<file path="src/rtl/fifo_wr_framer.sv">
// Write-side framer ahead of the async FIFO: wraps each source frame as
// SOF, sequence number, payload words, two's-complement checksum.
module fifo_wr_framer #(
   parameter int               WIDTH   = 8,
   parameter int               MAX_LEN = 16,
   parameter logic [WIDTH-1:0] SOF     = 8'hA5
) (
   input  logic             wr_clk,
   input  logic             reset,
   input  logic [WIDTH-1:0] in_data,
   input  logic             in_valid,
   input  logic             in_last,
   output logic             in_ready,
   output logic [WIDTH-1:0] fifo_data,
   output logic             fifo_wr,
   input  logic             wr_full,
   output logic [7:0]       frame_count,
   output logic             trunc_err
);

   localparam int LEN_W = $clog2(MAX_LEN + 1);

   typedef enum logic [2:0] {
      S_IDLE,
      S_HDR,
      S_SEQ,
      S_PAYLOAD,
      S_CSUM
   } state_t;

   state_t           r_state;
   state_t           w_state_nxt;
   logic [WIDTH-1:0] r_seq;
   logic [WIDTH-1:0] r_sum;
   logic [LEN_W-1:0] r_len;
   logic [7:0]       r_frame_cnt;
   logic             r_trunc;
   logic             w_accept;
   logic             w_len_max;

   // Checksum word makes payload plus checksum sum to zero mod 2^WIDTH.
   function automatic logic [WIDTH-1:0] f_csum(input logic [WIDTH-1:0] sum);
      return ~sum + WIDTH'(1);
   endfunction

   assign w_len_max   = (r_len == LEN_W'(MAX_LEN - 1));
   assign frame_count = r_frame_cnt;
   assign trunc_err   = r_trunc;

   always_comb begin
      w_state_nxt = r_state;
      in_ready    = 1'b0;
      fifo_wr     = 1'b0;
      fifo_data   = '0;
      w_accept    = 1'b0;
      case (r_state)
         S_IDLE: begin
            if (in_valid) w_state_nxt = S_HDR;
         end
         S_HDR: begin
            fifo_data = SOF;
            fifo_wr   = !wr_full;
            if (!wr_full) w_state_nxt = S_SEQ;
         end
         S_SEQ: begin
            fifo_data = r_seq;
            fifo_wr   = !wr_full;
            if (!wr_full) w_state_nxt = S_PAYLOAD;
         end
         S_PAYLOAD: begin
            fifo_data = in_data;
            in_ready  = !wr_full;
            w_accept  = in_valid && !wr_full;
            fifo_wr   = w_accept;
            if (w_accept && (in_last || w_len_max)) w_state_nxt = S_CSUM;
         end
         S_CSUM: begin
            fifo_data = f_csum(r_sum);
            fifo_wr   = !wr_full;
            if (!wr_full) w_state_nxt = S_IDLE;
         end
         default: w_state_nxt = S_IDLE;
      endcase
   end

   // Reset release is assumed already synchronised to wr_clk, shared with the FIFO.
   always_ff @(posedge wr_clk or posedge reset) begin
      if (reset) begin
         r_state     <= S_IDLE;
         r_seq       <= '0;
         r_sum       <= '0;
         r_len       <= '0;
         r_frame_cnt <= '0;
         r_trunc     <= 1'b0;
      end else begin
         r_state <= w_state_nxt;
         case (r_state)
            S_SEQ: begin
               if (!wr_full) begin
                  r_sum <= '0;
                  r_len <= '0;
               end
            end
            S_PAYLOAD: begin
               if (w_accept) begin
                  r_sum <= r_sum + in_data;
                  r_len <= r_len + LEN_W'(1);
                  if (w_len_max && !in_last) r_trunc <= 1'b1;
               end
            end
            S_CSUM: begin
               if (!wr_full) begin
                  r_seq       <= r_seq + WIDTH'(1);
                  r_frame_cnt <= r_frame_cnt + 8'd1;
               end
            end
            default: ;
         endcase
      end
   end

endmodule

</file>
<file path="config.mk">
export PLATFORM = sky130hd
export DESIGN_NAME = fifo_wr_framer
export DESIGN_NICKNAME = d
export VERILOG_FILES = /design/src/rtl/fifo_wr_framer.sv
export SDC_FILE = /design/constraint.sdc
export NUM_CORES = 1
export LEC_CHECK = 0
export CAP_MARGIN = 15
export CORE_ASPECT_RATIO = 1.1
export CORE_UTILIZATION = 45
export CTS_CLUSTER_SIZE = 10
export DETAILED_ROUTE_END_ITERATION = 7
export GPL_ROUTABILITY_DRIVEN = 0
export PLACE_DENSITY = 0.77
export SETUP_SLACK_MARGIN = 0.5
export SKIP_CTS_REPAIR_TIMING = 1
export SYNTH_ARGS = -nofsm -noshare
export SYNTH_HDL_FRONTEND = slang
export SYNTH_SLANG_ARGS = --single-unit
</file>
<file path="constraint.sdc">
create_clock -name wr_clk -period 4.5 [get_ports wr_clk]
set_input_delay 0.9 -clock wr_clk [delete_from_list [all_inputs] [get_ports wr_clk]]
set_output_delay 0.9 -clock wr_clk [all_outputs]
set_load 0.02 [all_outputs]
</file>
==> results by group, run 1 <==
Pwr
  – Cell Pwr Density: 527 nW/um^2
  – Peak VDD IR: 0.253 mV
  – Leakage: 1.11 nW
  – Total power: 1.31 mW

Worst hold path
  – End of the worst hold path: frame_count[7]
  – Hold Path Depth: 1
  – Min-delay src: frame_count[7]
  – Worst min-delay path class: flip-flop to flip-flop

Yosys
  – Post-Syn Instances: 214
  – Avg Cell Area, Syn: 9.64 sq um
  – Netlist cell types: 41
  – Synth Cell Area: 2060 sq um
  – Sequential share of the synthesized area: 40.0%
  – Ys flop type: dfrtp_1
  – Fraction of registers with async set/reset: 100%
  – EDFF count, synth: 0
  – Syn nets: 240
  – Yosys warnings: 0
  – Post-synthesis register bit count: 33

Global routing
  – Vias in the first global route: 1528
  – First-pass GRT wire length: 7460 um
  – Overflow after GRT: 0
  – Largest net degree at the start of global routing: 34
  – Initial antenna violation count: 0
  – Gr usage total: 21.2%

STA
  – Final min period: 3.40 ns
  – Max-slew violation count: 0
  – Max frequency: 294 MHz
  – Hold WS: 0.484 ns
  – TNS Setup: 0 ns
  – Worst-margin pin slew: 0.693 ns
  – Final worst-path cycle share: 75.6%
  – Endpoints failing setup: 0
  – Rel. slew slack: 53.8%
  – Hold Fails Final Rpt: 0
  – Clk_skew: 0.00448 ns
  – RSZ-0062 raised after global routing: no

Setup path
  – Flop-to-flop setup slack: 2.28 ns
  – CP delay by family, top: simple AND/OR/NAND/NOR gates
  – CP Max Fanout: 4
  – Slowest-stage cell, CP: clkdlybuf4s50_1
  – Crit. End Element: primary output
  – RR Startpoint: r_state[0]
  – Crit path DAT: 2.50 ns
  – WP data required: 3.60 ns
  – Setup CP Type: flip-flop to primary output
  – WP buf/inv: 1
  – Worst setup SP type: flip-flop
  – Critical path, cell by cell: or3_4 > nor3_1 > nor3b_1 > xor2_1 > o21ai_0 > clkdlybuf4s50_1
  – R2R cell count: 5
  – Worst stage delay on the critical path: 0.62 ns
  – Reg-to-reg endpoint: r_seq[5]

Die
  – FP Rows: 25
  – Die X: 66.6 um
  – Initial core utilization: 47.5%
  – Die height: 73.0 um
  – Die area: 4860 sq um
  – Core Footprint: 4350 sq um
  – Ports: 32

Placement
  – I/O Buffers: 31
  – DP Wirelength: 3260 um

Clock tree
  – H-tree levels: 2
  – CTS tree: done
  – Clock tree sinks: 33
  – Worst-skew pair later-pin latency: 0.29 ns
  – Clk root buf: clkbuf_8
  – Total CTS buffers: 5
  – Reg clk slew, reported paths: 0.07 ns
  – Clock buffer depth: 2

Detailed routing
  – Met3 WL: 270 um
  – Via count: 1679
  – DRT iter0 DRCs: 143
  – Per-cell routed wire length: 15.3 um
  – Vias per inst: 5.62
  – DR DRC count: 0
  – 1st-pass router iterations: 4
  – Routed Antenna Nets: 0
  – Met1 Wirelength: 2110 um
  – Met2 wire len: 2120 um
  – Drt total wl: 4570 um
  – Max Used Layer: met4

Status
  – Status: complete, no violations

Cells and area
  – Area delta synth->final: 20.4%
  – Commonest non-fill, non-tap cell in the layout: dfrtp_1
  – Nets: 270
  – Antenna cells: 0
  – Share of layout cells above drive strength 1: 6.12%
  – Most frequent cells in the layout: dfrtp_1 (33), clkdlybuf4s50_1 (31), xnor2_1 (18)

Job
  – # Max-Cap Violations: 0
[where the power goes]
part	total [mW]	switching (mW)	leakage, nW	internal [mW]
Clock	0.219	0.112	0.0450	0.107
Sequential	0.463	0.106	0.440	0.357
Combinational	0.628	0.321	0.621	0.307
[synthesized netlist by cell type, types with 2 or more instances]
| library cell | number | area (sq um) |
|---|---|---|
| nand3_1 | 13 | 65.1 |
| o31ai_1 | 2 | 15.0 |
| a21o_1 | 2 | 15.0 |
| a21oi_1 | 11 | 55.1 |
| o211ai_1 | 2 | 15.0 |
| and4_1 | 2 | 17.5 |
| clkbuf_1 | 2 | 7.51 |
| and3_1 | 5 | 31.3 |
| nor2_1 | 8 | 30.0 |
| o22ai_1 | 7 | 43.8 |
| dfrtp_1 | 33 | 826 |
| mux2_2 | 2 | 22.5 |
| xnor2_1 | 18 | 158 |
| mux2i_1 | 5 | 50.1 |
| inv_1 | 11 | 41.3 |
| buf_4 | 2 | 15.0 |
| nor2b_1 | 3 | 18.8 |
| ha_1 | 12 | 150 |
| a22oi_1 | 5 | 37.5 |
| nand2b_1 | 3 | 18.8 |
| nor3_1 | 3 | 15.0 |
| nand4_1 | 5 | 31.3 |
| nor3b_1 | 3 | 22.5 |
| a211oi_1 | 2 | 15.0 |
| o21ai_0 | 13 | 65.1 |
| buf_2 | 5 | 25.0 |
| xor2_1 | 8 | 70.1 |
| nand2_1 | 14 | 52.6 |
[kinds of logic after synthesis]
kind of cell    Yosys count  share of synthesized area [%]
simple gates             66                           17.8
compound gates           49                           15.0
flops                    33                           40.0
xor+xnor                 26                           11.0
buf+inv                  20                           4.31
fa+ha+maj                13                           8.25
mux                       7                           3.52
[state kept, by name (all words and copies together), names as in the netlist]
signal / count
frame_count: 8
r_len: 5
r_seq: 8
r_state: 3
r_sum: 8
trunc_err: 1
[stage by stage]
| step | util, % | instance area [sq um] | instances | setup WS (ns) |
|---|---|---|---|---|
| finish | 57.1 | 2480 | 299 | 1.10 |
| global route | 57.1 | 2480 | 299 | 0.898 |
| CTS | 57.1 | 2480 | 299 | 1.08 |
| detailed placement | 55.2 | 2400 | 291 | 1.16 |
| global placement | 55.2 | 2400 | 291 | 1.19 |
| floorplan | - | 2060 | 214 | 1.80 |
[area by class of cell]
class                      instances  area, sq um
clock buffer                       6         72.6
clock inverter                     2         10.0
fill                             383         1860
inverter                          11         41.3
multi-input combinational        161         1150
sequential                        33          826
tap                               54         67.6
timing repair buffer              32          318
[metal layers]
metal | track usage (%) | vias up
met3 | 5.78 | 5
li1 | - | 837
met1 | 28.5 | 795
met5 | 0 | -
met2 | 31.5 | 42
met4 | 9.93 | 0
[worst reg2reg max path, cell delays in order, from the launching register on]
cell and delay [ns]:
dfrtp_1 0.64, or3b_1 0.62, nor2_4 0.31, and4_1 0.30, nand3_1 0.10, xnor2_1 0.14
[worst max path at each step]
| stage | start | slack, ns | end | depth (start not counted) |
|---|---|---|---|---|
| after floorplan | r_sum[1] | 1.80 | fifo_data[7] | 5 |
| after global placement | wr_full | 1.19 | in_ready | 3 |
| after detailed placement | wr_full | 1.16 | in_ready | 3 |
| after CTS | r_sum[0] | 1.08 | fifo_data[7] | 6 |
| after global routing | r_sum[0] | 0.90 | fifo_data[7] | 6 |
| final | r_sum[0] | 1.10 | fifo_data[7] | 6 |
(Power assumes the default switching activity.)
==> run 2, diff against run 1 <==
- PLACE_DENSITY: 0.77 -> 0.79
- clock period: 4.5 -> 2.73 ns (I/O delays scaled with it)
==> results by group, run 2 (synthesis results as in run 1) <==
Worst hold path
  – Hold Path Depth: 1
  – Worst min-delay path class: flip-flop to flip-flop
  – Min-delay src: frame_count[7]
  – End of the worst hold path: frame_count[7]

Setup path
  – Reg-to-reg endpoint: r_sum[7]
  – CP delay by family, top: simple AND/OR/NAND/NOR gates
  – CP Max Fanout: 2
  – Flop-to-flop setup slack: 0.72 ns
  – Setup CP Type: flip-flop to primary output
  – Critical path, cell by cell: or3_4 > nor3_4 > nor3b_1 > xor2_1 > o21ai_1 > dlymetal6s2s_1
  – Slowest-stage cell, CP: or3_4
  – Crit path DAT: 1.97 ns
  – Worst setup SP type: flip-flop
  – WP buf/inv: 1
  – Worst stage delay on the critical path: 0.41 ns
  – RR Startpoint: r_sum[1]
  – R2R cell count: 7
  – Crit. End Element: primary output
  – WP data required: 2.18 ns

Clock tree
  – Clock tree sinks: 33
  – Worst-skew pair later-pin latency: 0.28 ns
  – H-tree levels: 2
  – Clk root buf: clkbuf_8
  – Reg clk slew, reported paths: 0.07 ns
  – Total CTS buffers: 5
  – Clock buffer depth: 2
  – CTS tree: done

Cells and area
  – Commonest non-fill, non-tap cell in the layout: dfrtp_1
  – Most frequent cells in the layout: dfrtp_1 (33), clkdlybuf4s50_1 (19), xnor2_1 (18)
  – Nets: 282
  – Final non-filler cell total: 311
  – Final-layout fill cell count: 356
  – Antenna cells: 0
  – Post-layout util: 61.8%
  – Area occupied by multi-input gates: 1240 sq um
  – Share of layout cells above drive strength 1: 19.1%
  – Register area: 826 sq um
  – Area delta synth->final: 30.3%
  – Finished Cell Area: 2690 sq um

Status
  – Status: complete, no violations

Die
  – FP Rows: 25
  – Die height: 73.0 um
  – Die area: 4860 sq um
  – Ports: 32
  – Core Footprint: 4350 sq um
  – Initial core utilization: 47.5%
  – Die X: 66.6 um

STA
  – Endpoints failing setup: 0
  – Rel. slew slack: 69.1%
  – Max frequency: 397 MHz
  – Max-slew violation count: 0
  – Worst-margin pin slew: 0.460 ns
  – RSZ-0062 raised after global routing: yes
  – Hold Fails Final Rpt: 0
  – Clk_skew: 0.00542 ns
  – Final min period: 2.52 ns
  – Setup WS post-layout: 0.211 ns
  – Final worst-path cycle share: 92.3%
  – Hold WS: 0.472 ns

Placement
  – DP Wirelength: 3380 um
  – Setup WS pre-CTS: 0.109 ns
  – I/O Buffers: 31
  – DP Cell Count: 300
  – Placed cell area: 2470 sq um

Detailed routing
  – DRT iter0 DRCs: 149
  – DR DRC count: 0
  – Per-cell routed wire length: 15.6 um
  – Routed Antenna Nets: 0
  – Drt total wl: 4850 um
  – 1st-pass router iterations: 4
  – Via count: 1775
  – Vias per inst: 5.71

Pwr
  – Cell Pwr Density: 880 nW/um^2
  – Leakage: 1.28 nW
  – Peak VDD IR: 0.467 mV

Global routing
  – Initial antenna violation count: 0
  – Vias in the first global route: 1628
  – Largest net degree at the start of global routing: 34
  – First-pass GRT wire length: 7590 um
  – Overflow after GRT: 0
  – Gr usage total: 20.9%

Job
  – # Max-Cap Violations: 0
run 2: cell types whose count changed in the layout (fill, tap and decap cells not counted), sizes merged:
cell           before  now
clkbuf              6    7
dlymetal6s2s        0    7
clkdlybuf4s50      31   19
buf                 1   17
run 2: worst max path at each step:
stage | slack [ns] | start | endpoint | depth (start not counted)
after CTS | -0.22 | r_sum[0] | fifo_data[7] | 6
final | 0.21 | r_sum[2] | fifo_data[7] | 6
after floorplan | 0.53 | r_sum[1] | fifo_data[7] | 5
after global placement | 0.11 | r_sum[0] | fifo_data[7] | 6
after detailed placement | 0.11 | r_sum[0] | fifo_data[7] | 6
after global routing | 0.13 | r_sum[1] | fifo_data[7] | 6
run 2: metrics by stage:
| stage | power (mW) | setup TNS (ns) |
|---|---|---|
| after global placement | 1.82 | 0 |
| after CTS | 2.22 | -0.455 |
| after global routing | 2.52 | 0 |
| after floorplan | 1.48 | 0 |
| after detailed placement | 1.86 | 0 |
| final | 2.36 | 0 |
run 2: area by class of cell:
cell class                      count  share of cell area [%]
Clock buffer                        6                    2.70
Clock inverter                      2                   0.372
Inverter                           11                    1.72
Multi-Input combinational cell    161                    46.3
Sequential cell                    33                    30.7
Tap cell                           54                    2.51
Timing Repair Buffer               44                    15.7
run 2: where the power goes:
part	leakage, nW	total (mW)	switching [mW]	internal (mW)
Combinational	0.794	1.31	0.683	0.626
Sequential	0.440	0.705	0.115	0.590
Clock	0.0450	0.351	0.174	0.176
Total	1.28	2.36	0.972	1.39
run 2: routing by layer:
metal / GRT usage, % / share of wire (%) / vias up
met2: 33.6 / 48 / 65
met4: 8.27 / 2.3 / 0
met3: 4.53 / 6.0 / 13
met5: 0 / 0 / -
met1: 27.2 / 44 / 841
li1: - / - / 856
